[config.mk]
export PLATFORM = sky130hd
export DESIGN_NAME = alu_issue_queue_flat
export DESIGN_NICKNAME = d
export VERILOG_FILES = /design/src/rtl/alu_issue_queue_if.sv /design/src/rtl/alu_issue_queue.sv /design/src/flat_wrapper.sv
export SDC_FILE = /design/constraint.sdc
export NUM_CORES = 2
export LEC_CHECK = 0
export BUFFER_PORTS_ARGS = -buffer_cell sky130_fd_sc_hd__buf_2
export CORE_ASPECT_RATIO = 1.75
export CORE_UTILIZATION = 50
export DETAILED_ROUTE_END_ITERATION = 7
export PLACE_DENSITY_LB_ADDON = 0.15
export SYNTH_ARGS = -nofsm -noshare
export SYNTH_HDL_FRONTEND = slang
export SYNTH_SLANG_ARGS = --single-unit
[constraint.sdc]
create_clock -name clk -period 94.8 [get_ports clk]
set_input_delay 28.44 -clock clk [delete_from_list [all_inputs] [get_ports clk]]
set_output_delay 28.44 -clock clk [all_outputs]
set_load 0.03 [all_outputs]
[src/rtl/alu_issue_queue_if.sv]
// Issue-queue bus: rename-side enqueue, result-bus wakeup, ALU stall/flush and the issue slot.
interface alu_issue_queue_if #(
   parameter int PAYLOAD_W = 128,
   parameter int NUM_WB    = 2
);
   logic                  IN_valid;
   logic [5:0]            IN_sqN;
   logic [5:0]            IN_tagA;
   logic [5:0]            IN_tagB;
   logic                  IN_availA;
   logic                  IN_availB;
   logic [PAYLOAD_W-1:0]  IN_payload;
   logic                  OUT_full;
   logic [NUM_WB-1:0]     IN_wbValid;
   logic [6*NUM_WB-1:0]   IN_wbTag;
   logic                  IN_stall;
   logic                  IN_invalidate;
   logic [5:0]            IN_invalidateSqN;
   logic                  OUT_valid;
   logic [5:0]            OUT_sqN;
   logic [PAYLOAD_W-1:0]  OUT_payload;

   modport master (
      output IN_valid, IN_sqN, IN_tagA, IN_tagB, IN_availA, IN_availB, IN_payload,
      output IN_wbValid, IN_wbTag, IN_stall, IN_invalidate, IN_invalidateSqN,
      input  OUT_full, OUT_valid, OUT_sqN, OUT_payload
   );

   modport slave (
      input  IN_valid, IN_sqN, IN_tagA, IN_tagB, IN_availA, IN_availB, IN_payload,
      input  IN_wbValid, IN_wbTag, IN_stall, IN_invalidate, IN_invalidateSqN,
      output OUT_full, OUT_valid, OUT_sqN, OUT_payload
   );
endinterface

[src/rtl/alu_issue_queue.sv]
// Out-of-order integer issue queue: wakeup by result-bus tags, oldest-ready select
// into a registered issue slot, with stall hold and sequence-number flush.
module alu_issue_queue #(
   parameter int DEPTH     = 8,
   parameter int PAYLOAD_W = 128,
   parameter int NUM_WB    = 2
) (
   input logic             clk,
   input logic             rst,
   alu_issue_queue_if.slave bus
);
   localparam int IW = $clog2(DEPTH);
   localparam int CW = IW + 1;

   logic [DEPTH-1:0]     valid;
   logic [DEPTH-1:0]     rdyA;
   logic [DEPTH-1:0]     rdyB;
   logic [5:0]           sqN     [DEPTH];
   logic [5:0]           tagA    [DEPTH];
   logic [5:0]           tagB    [DEPTH];
   logic [PAYLOAD_W-1:0] payload [DEPTH];
   logic [CW-1:0]        count;

   logic [DEPTH-1:0] effA, effB, kill, cand;
   logic             selFound, issue, freeFound, enqKill, enq, slotKill;
   logic [IW-1:0]    selIdx, freeIdx;
   logic [5:0]       selSq;
   logic [CW-1:0]    killCnt, countNext;

   // a - b as a signed 6-bit difference: positive means a is younger.
   function automatic logic younger(input logic [5:0] a, input logic [5:0] b);
      logic [5:0] d;
      d = a - b;
      return (d != '0) && !d[5];
   endfunction

   function automatic logic older(input logic [5:0] a, input logic [5:0] b);
      logic [5:0] d;
      d = a - b;
      return d[5];
   endfunction

   function automatic logic wbHit(input logic [5:0] tag, input logic [NUM_WB-1:0] v,
                                  input logic [6*NUM_WB-1:0] t);
      logic hit;
      hit = 1'b0;
      for (int unsigned k = 0; k < NUM_WB; k++)
         if (v[k] && (t[6*k +: 6] == tag)) hit = 1'b1;
      return hit;
   endfunction

   always_comb begin
      effA      = '0;
      effB      = '0;
      kill      = '0;
      cand      = '0;
      selFound  = 1'b0;
      selIdx    = '0;
      selSq     = '0;
      freeFound = 1'b0;
      freeIdx   = '0;
      killCnt   = '0;
      for (int unsigned i = 0; i < DEPTH; i++) begin
         effA[i] = rdyA[i] | wbHit(tagA[i], bus.IN_wbValid, bus.IN_wbTag);
         effB[i] = rdyB[i] | wbHit(tagB[i], bus.IN_wbValid, bus.IN_wbTag);
         kill[i] = valid[i] && bus.IN_invalidate && younger(sqN[i], bus.IN_invalidateSqN);
         cand[i] = valid[i] && effA[i] && effB[i] && !kill[i];
         killCnt = killCnt + CW'(kill[i]);
      end
      for (int unsigned i = 0; i < DEPTH; i++) begin
         if (cand[i] && (!selFound || older(sqN[i], selSq))) begin
            selFound = 1'b1;
            selIdx   = IW'(i);
            selSq    = sqN[i];
         end
      end
      // Free search uses current occupancy only; a slot vacated by this cycle's issue
      // becomes usable next cycle.
      for (int unsigned i = 0; i < DEPTH; i++) begin
         if (!valid[i] && !freeFound) begin
            freeFound = 1'b1;
            freeIdx   = IW'(i);
         end
      end
      issue     = selFound && !bus.IN_stall;
      enqKill   = bus.IN_invalidate && younger(bus.IN_sqN, bus.IN_invalidateSqN);
      enq       = bus.IN_valid && !bus.OUT_full && freeFound && !enqKill;
      slotKill  = bus.OUT_valid && bus.IN_invalidate && younger(bus.OUT_sqN, bus.IN_invalidateSqN);
      countNext = count + CW'(enq) - CW'(issue) - killCnt;
   end

   always_ff @(posedge clk or posedge rst) begin
      if (rst) begin
         valid           <= '0;
         rdyA            <= '0;
         rdyB            <= '0;
         for (int unsigned i = 0; i < DEPTH; i++) begin
            sqN[i]     <= '0;
            tagA[i]    <= '0;
            tagB[i]    <= '0;
            payload[i] <= '0;
         end
         count           <= '0;
         bus.OUT_full    <= 1'b0;
         bus.OUT_valid   <= 1'b0;
         bus.OUT_sqN     <= '0;
         bus.OUT_payload <= '0;
      end else begin
         for (int unsigned i = 0; i < DEPTH; i++) begin
            if (kill[i] || (issue && (selIdx == IW'(i)))) begin
               valid[i] <= 1'b0;
            end else if (valid[i]) begin
               rdyA[i] <= effA[i];
               rdyB[i] <= effB[i];
            end
         end
         if (enq) begin
            valid[freeIdx]   <= 1'b1;
            sqN[freeIdx]     <= bus.IN_sqN;
            tagA[freeIdx]    <= bus.IN_tagA;
            tagB[freeIdx]    <= bus.IN_tagB;
            rdyA[freeIdx]    <= bus.IN_availA | wbHit(bus.IN_tagA, bus.IN_wbValid, bus.IN_wbTag);
            rdyB[freeIdx]    <= bus.IN_availB | wbHit(bus.IN_tagB, bus.IN_wbValid, bus.IN_wbTag);
            payload[freeIdx] <= bus.IN_payload;
         end
         count        <= countNext;
         bus.OUT_full <= (countNext >= CW'(DEPTH));
         if (!bus.IN_stall) begin
            bus.OUT_valid <= issue;
            if (issue) begin
               bus.OUT_sqN     <= sqN[selIdx];
               bus.OUT_payload <= payload[selIdx];
            end
         end else if (slotKill) begin
            bus.OUT_valid <= 1'b0;
         end
      end
   end
endmodule
[src/flat_wrapper.sv]
// flat-port wrapper written by rule: the top's interface ports become plain ports
module alu_issue_queue_flat 
#(
   parameter int DEPTH     = 8,
   parameter int PAYLOAD_W = 128,
   parameter int NUM_WB    = 2
)
  (clk, rst, bus_IN_valid, bus_IN_sqN, bus_IN_tagA, bus_IN_tagB, bus_IN_availA, bus_IN_availB, bus_IN_payload, bus_IN_wbValid, bus_IN_wbTag, bus_IN_stall, bus_IN_invalidate, bus_IN_invalidateSqN, bus_OUT_full, bus_OUT_valid, bus_OUT_sqN, bus_OUT_payload);
  alu_issue_queue_if #(.PAYLOAD_W(PAYLOAD_W), .NUM_WB(NUM_WB)) bus_i ();
  input logic clk;
  input logic rst;
  input wire logic [$bits(bus_i.IN_valid)-1:0] bus_IN_valid;
  input wire logic [$bits(bus_i.IN_sqN)-1:0] bus_IN_sqN;
  input wire logic [$bits(bus_i.IN_tagA)-1:0] bus_IN_tagA;
  input wire logic [$bits(bus_i.IN_tagB)-1:0] bus_IN_tagB;
  input wire logic [$bits(bus_i.IN_availA)-1:0] bus_IN_availA;
  input wire logic [$bits(bus_i.IN_availB)-1:0] bus_IN_availB;
  input wire logic [$bits(bus_i.IN_payload)-1:0] bus_IN_payload;
  input wire logic [$bits(bus_i.IN_wbValid)-1:0] bus_IN_wbValid;
  input wire logic [$bits(bus_i.IN_wbTag)-1:0] bus_IN_wbTag;
  input wire logic [$bits(bus_i.IN_stall)-1:0] bus_IN_stall;
  input wire logic [$bits(bus_i.IN_invalidate)-1:0] bus_IN_invalidate;
  input wire logic [$bits(bus_i.IN_invalidateSqN)-1:0] bus_IN_invalidateSqN;
  output wire logic [$bits(bus_i.OUT_full)-1:0] bus_OUT_full;
  output wire logic [$bits(bus_i.OUT_valid)-1:0] bus_OUT_valid;
  output wire logic [$bits(bus_i.OUT_sqN)-1:0] bus_OUT_sqN;
  output wire logic [$bits(bus_i.OUT_payload)-1:0] bus_OUT_payload;
  assign bus_i.IN_valid = bus_IN_valid;
  assign bus_i.IN_sqN = bus_IN_sqN;
  assign bus_i.IN_tagA = bus_IN_tagA;
  assign bus_i.IN_tagB = bus_IN_tagB;
  assign bus_i.IN_availA = bus_IN_availA;
  assign bus_i.IN_availB = bus_IN_availB;
  assign bus_i.IN_payload = bus_IN_payload;
  assign bus_i.IN_wbValid = bus_IN_wbValid;
  assign bus_i.IN_wbTag = bus_IN_wbTag;
  assign bus_i.IN_stall = bus_IN_stall;
  assign bus_i.IN_invalidate = bus_IN_invalidate;
  assign bus_i.IN_invalidateSqN = bus_IN_invalidateSqN;
  assign bus_OUT_full = bus_i.OUT_full;
  assign bus_OUT_valid = bus_i.OUT_valid;
  assign bus_OUT_sqN = bus_i.OUT_sqN;
  assign bus_OUT_payload = bus_i.OUT_payload;
  alu_issue_queue #(.DEPTH(DEPTH), .PAYLOAD_W(PAYLOAD_W), .NUM_WB(NUM_WB)) u_core (.clk(clk), .rst(rst), .bus(bus_i));
endmodule
# Word level (Yosys, flattened, before mapping)
# Index checks and enable logic that the tools add are counted.
# word_totals
ff_bits,1332
latch_bits,0
mem_bits_rw,0
mem_bits_ro,0
input_bits,173
out_inout_bits,136
elab_cells,462
mem_count,0
# op_classes
add_sub_neg,27
multipliers,0
div,0
order_cmp,6
eq_ne,44
shifts,0
mux,138
bitwise,22
n_reduce_logical,185
# ops
operator,count
1024-bit bitwise mux,1
128-bit binary-select mux with 3-bit select,1
128-bit demux with 3-bit select,1
128-bit 2-to-1 mux,3
6-bit equality test,36
48-bit bitwise mux,3
1-bit logical AND,117
6-bit subtractor,17
1-bit 2-to-1 mux,99
6-bit 2-to-1 mux,10
6-bit nonzero test,10
1-bit zero test,41
4-bit by 1-bit adder with 4-bit output,7
3-bit 2-to-1 mux,8
8-bit 2-to-1 mux,3
6-bit binary-select mux with 3-bit select,1
6-bit demux with 3-bit select,1
1-bit bitwise OR,18
8-bit bitwise mux,2
1-bit logical OR,15
"3-bit equality test, second input constant",4
"4-bit >= comparator, second input constant",3
2-bit 2-to-1 mux,4
3-bit inverter with 4-bit output,2
14 further kinds,15

# Logic depth before layout (Yosys ltp)
# depth
word_depth,43
mapped_depth,87
ltp_nobuf,80

# Worst setup path after synthesis
# No wires, ideal clock.
# synth_path
path_type,input-to-reg
start,input bus_IN_invalidateSqN[0]
end,register u_core.bus.OUT_payload[10]
setup_time_ns,0.140
arrival_time_ns,44.985
required_ns,94.660
slack_ns,49.675
cell_stages,85
path_buffers,7
path_cell_list,ha_1 -> fa_1 -> nand2b_1 -> a21oi_1 -> xor2_1 -> o41ai_4 -> o211a_1 -> buf_4 -> nand2_1 -> ha_1 -> a21oi_1 -> o21ai_0 -> or2_2 -> xnor2_1 -> o2111ai_1 -> nand2_1 -> mux2i_1 -> inv_1 -> (+49 left out) -> a31oi_4 -> mux2i_1 -> ha_1 -> a21o_1 -> a21oi_1 -> nand2_1 -> nor3_1 -> a21boi_1 -> a31oi_1 -> a311o_1 -> and2_1 -> buf_2 -> and3_1 -> buf_4 -> buf_6 -> buf_2 -> a21oi_1 -> a22oi_1
# synth_between
elab_chain_len,39
word_cells_on_any_way,112
classes_between,15 x add/sub; 25 x mux; 1 x bitwise; 71 x reduce/logical
# synth_rtl
item,line,source
from (decl),flat_wrapper.sv:23,input wire logic [$bits(bus_i.IN_invalidateSqN)-1:0] bus_IN_invalidateSqN;
6-bit subtractor,alu_issue_queue.sv:33,d = a - b;
6-bit nonzero test / 1-bit zero test (equally long branches),alu_issue_queue.sv:34,return (d != '0) && !d[5];
1-bit logical AND,alu_issue_queue.sv:34,
1-bit logical AND,alu_issue_queue.sv:66,"kill[i] = valid[i] && bus.IN_invalidate && younger(sqN[i], bus.IN_invalidateSqN);"
1-bit zero test,alu_issue_queue.sv:67,cand[i] = valid[i] && effA[i] && effB[i] && !kill[i];
1-bit logical AND,alu_issue_queue.sv:67,
6-bit 2-to-1 mux / 1-bit 2-to-1 mux (equally long branches),alu_issue_queue.sv:71,"if (cand[i] && (!selFound || older(sqN[i], selSq))) begin"
6-bit subtractor / 1-bit zero test (equally long branches),"alu_issue_queue.sv:39, alu_issue_queue.sv:71",
(+22 left out),--,
6-bit 2-to-1 mux / 1-bit 2-to-1 mux (equally long branches),alu_issue_queue.sv:71,
6-bit subtractor / 1-bit zero test (equally long branches),"alu_issue_queue.sv:39, alu_issue_queue.sv:71",
1-bit logical OR,alu_issue_queue.sv:71,
1-bit logical AND,alu_issue_queue.sv:71,
3-bit 2-to-1 mux,alu_issue_queue.sv:71,
3-bit inverter with 4-bit output (not written as such),alu_issue_queue.sv:132,bus.OUT_payload <= payload[selIdx];
128-bit binary-select mux with 3-bit select,alu_issue_queue.sv:132,
128-bit 2-to-1 mux (not written as such) (2 in series),alu_issue_queue.sv:132,
to (signal assigned),alu_issue_queue.sv:132,
to (decl),alu_issue_queue_if.sv:32,"output OUT_full, OUT_valid, OUT_sqN, OUT_payload"
# Several ways; a longest one is shown, not always the timed one. The select of a mux whose other input is x is not followed.
# A chain may end at the register's enable or synchronous reset.

# Worst setup path after layout
# layout_path
start,input bus_IN_invalidateSqN[1]
end,register u_core.bus.OUT_payload[126]
# The elaborated chain is that of the path after synthesis.

==> run metrics <==
flip-flop and latch count after synthesis ~1300; deepest clock path buffer count 3; commonest cells after routing, fill and taps aside dfrtp_1, mux2_2, nand2_1; Setup Total Neg Slack 0 ns; # Max-Cap Violations 0; signal arrival time at the worst endpoint roughly 50 ns; Final setup violation count 0; Setup Fix Bufs, Post-CTS 0; vias per inst 6.450; number of cells on the critical path 81; placed cells a little under 7000; RSZ-0062 raised after global routing no; detailed-router iteration count before antenna repair 8; commonest non-fill, non-tap cell in the layout dfrtp_1; count of buffer and inverter cells on the critical path 7; skew final 0.03649 ns; highest clock frequency the design can meet approximately 0.02 GHz; Post-Syn Area per Cell approximately 12 um^2; slew at the pin with the worst max-slew slack approximately 1.3 ns; Final Util a little under three fifths; worst-path cell with the longest stage delay nand3_4; wire length of the first global-routing pass between 300000 and 400000 um; number of nets at the end of the flow around 5500; routed wire length per instance around 29 um; endpoint kind of the worst setup timing path flip-flop; R2R cell count 81; Slowest Stage Delay on Critical Path 1.00 ns; top cell family by delay on the critical path compound AO/OA/AOI/OAI gates; CTS-repair resized insts 0; Power per Cell Area 27.13 nW/um^2; # port buffers 308; final hold vios 0; total wirelength of the detailed-routed design between 150000 and 200000 um; FFs w/ async S/R, synth 100.0%; number of distinct standard cells referenced by the synthesized netlist between 90 and 100; Post-CTS Hold Fix Bufs 0; yosys synthesis warning count 0; number of standard cells after synthesis a little over 5000; fraction of layout instances using a drive strength above 1 between 30% and 40%; Tcrit/Tclk final 53.10%; post-route insts no fill ~7000; root buf cell clkbuf_16; clock tree from TritonCTS built; die height roughly 470 um; required time reported for the critical path endpoint around 95 ns; number of clock sinks about 1300; clock buffer count from CTS 130; number of antenna violations at the first check in global routing 45; # DRC 0; post-route setup slack about 44 ns; final worst path period need slightly above 50 ns; total via count in the routed design around 45000; Slew Limit Headroom 11.02%; outcome completed; number of nets produced by synthesis about 5400; area of the die approximately 130000 um^2; Hold Crit Class reg -> reg; via count of the first global-routing pass around 47000; post-synthesis to final-layout area growth 11.27%; final count of pins violating max slew 0; width of the die 272.3 um; area of the mapped netlist 63910 um^2; leakage component of the power 33.22 nW; weighted congestion at the end of routability-driven global placement ~0.93; global route total overflow 0; Worst setup SP type input pin; CP Class in -> reg; Core Rows about 170; Clk pin slew, worst setup/hold paths 0.07 ns; initial core utilization between 50 and 60%; number of top-level design ports 309; sequential element share of the synthesized area 52.16%; Max Fanout on Critical Path 52; insertion delay to the later sink of the worst-skew pair 0.78 ns; area of the core around 130000 um^2; largest net degree at the start of global routing ~170; EDFF count, synth 0; Worst VDD drop about 0.020 mV; placed wire-length estimate roughly 110000 um; post-route ant nets 0; number of DRC markers in iteration 0 ~3700; WHS Path Cells 1; number of H-tree levels 4; Post-synth top flop dfrtp_1; total track usage 31.12%; worst-case setup slack after placement 43.92 ns
-- registers in the layout, indices dropped and copies added (netlist names) --
register,flops
u_core.bus.OUT_payload,128
u_core.bus.OUT_valid,1
u_core.rdyA,8
u_core.valid,8
u_core.bus.OUT_sqN,6
u_core.tagA,48
u_core.rdyB,8
u_core.count,4
u_core.bus.OUT_full,1
u_core.tagB,48
u_core.payload,1024
u_core.sqN,48
-- logic make-up (layout without fill, tap and decap cells) --
| kind of cell | after synthesis | in the layout | share of synthesized area [%] |
|---|---|---|---|
| other cells | 0 | 11 | 0 |
| mux | 1186 | 1186 | 20.83 |
| buf+inv | 475 | 681 | 2.982 |
| flops | 1332 | 1332 | 52.16 |
| xor+xnor | 276 | 276 | 3.783 |
| simple gates | 632 | 632 | 4.546 |
| compound gates | 1120 | 1120 | 13.47 |
| fa+ha+maj | 104 | 104 | 2.224 |
-- routing by layer --
metal | GRT usage [%] | wire length, um | vias up
met5 | 0 | 321 | -
met4 | 14.22 | 8423 | 52
met3 | 6.945 | 13230 | 441
met2 | 51.33 | 97550 | 1480
met1 | 38.81 | 80440 | 23890
li1 | - | - | 19320
-- area by class of cell --
type / instances / area, um^2
clock inverter: 40 / 479.2
antenna: 11 / 27.53
multi-input combinational: 3318 / 28800
sequential: 1332 / 33330
clock buffer: 188 / 3918
tap: 1662 / 2079
inverter: 80 / 310.3
timing repair buffer: 373 / 2167
fill: 10730 / 55730
-- through the flow --
stage,hold WS (ns),power (mW),cell area [um^2]
after CTS,0.4862,1.939,71080
after global placement,0.4674,1.378,66690
after global routing,0.5137,2.027,71100
after detailed placement,0.4711,1.397,66690
final,0.4819,1.929,71110
after floorplan,0.4557,1.218,63910
-- synth_stat cells, types with 30 or more instances --
cell | count | area share, %
a21oi_1 | 180 | 1.4
a221o_1 | 91 | 1.4
a221oi_1 | 47 | 0.64
a222oi_1 | 88 | 1.4
a22o_1 | 87 | 1.2
a22oi_1 | 269 | 3.2
a32oi_1 | 47 | 0.64
buf_1 | 30 | 0.18
buf_2 | 34 | 0.27
clkbuf_1 | 316 | 1.9
dfrtp_1 | 1332 | 52
ha_1 | 88 | 1.7
inv_1 | 79 | 0.46
mux2_2 | 1149 | 20
mux2i_1 | 36 | 0.56
nand2_1 | 384 | 2.3
nand4_1 | 44 | 0.43
nor2_1 | 46 | 0.27
o21ai_0 | 134 | 1.0
o221a_2 | 47 | 0.83
xnor2_1 | 151 | 2.1
xor2_1 | 125 | 1.7
-- power breakdown --
group / total [mW] / switching (mW) / leakage, nW / internal, mW
Sequential: 0.812 / 0.102 / 17.6 / 0.709
Clock: 0.540 / 0.232 / 2.17 / 0.308
Combinational: 0.578 / 0.319 / 13.5 / 0.258
Total: 1.93 / 0.653 / 33.2 / 1.28
-- worst paths after layout --
check                                        start                           to  slack [ns]
setup reg to reg                    u_core.sqN[42]  u_core.bus.OUT_payload[126]       71.91
min in group asynchronous                      rst          u_core.payload[136]       27.80
hold reg to reg                    u_core.count[0]              u_core.count[0]        0.48
max in group asynchronous                      rst          u_core.payload[737]       62.57
hold / removal                     u_core.count[0]              u_core.count[0]        0.48
setup / recovery           bus_IN_invalidateSqN[1]  u_core.bus.OUT_payload[126]       44.46
Note: power is estimated with default switching activity, not from simulation.
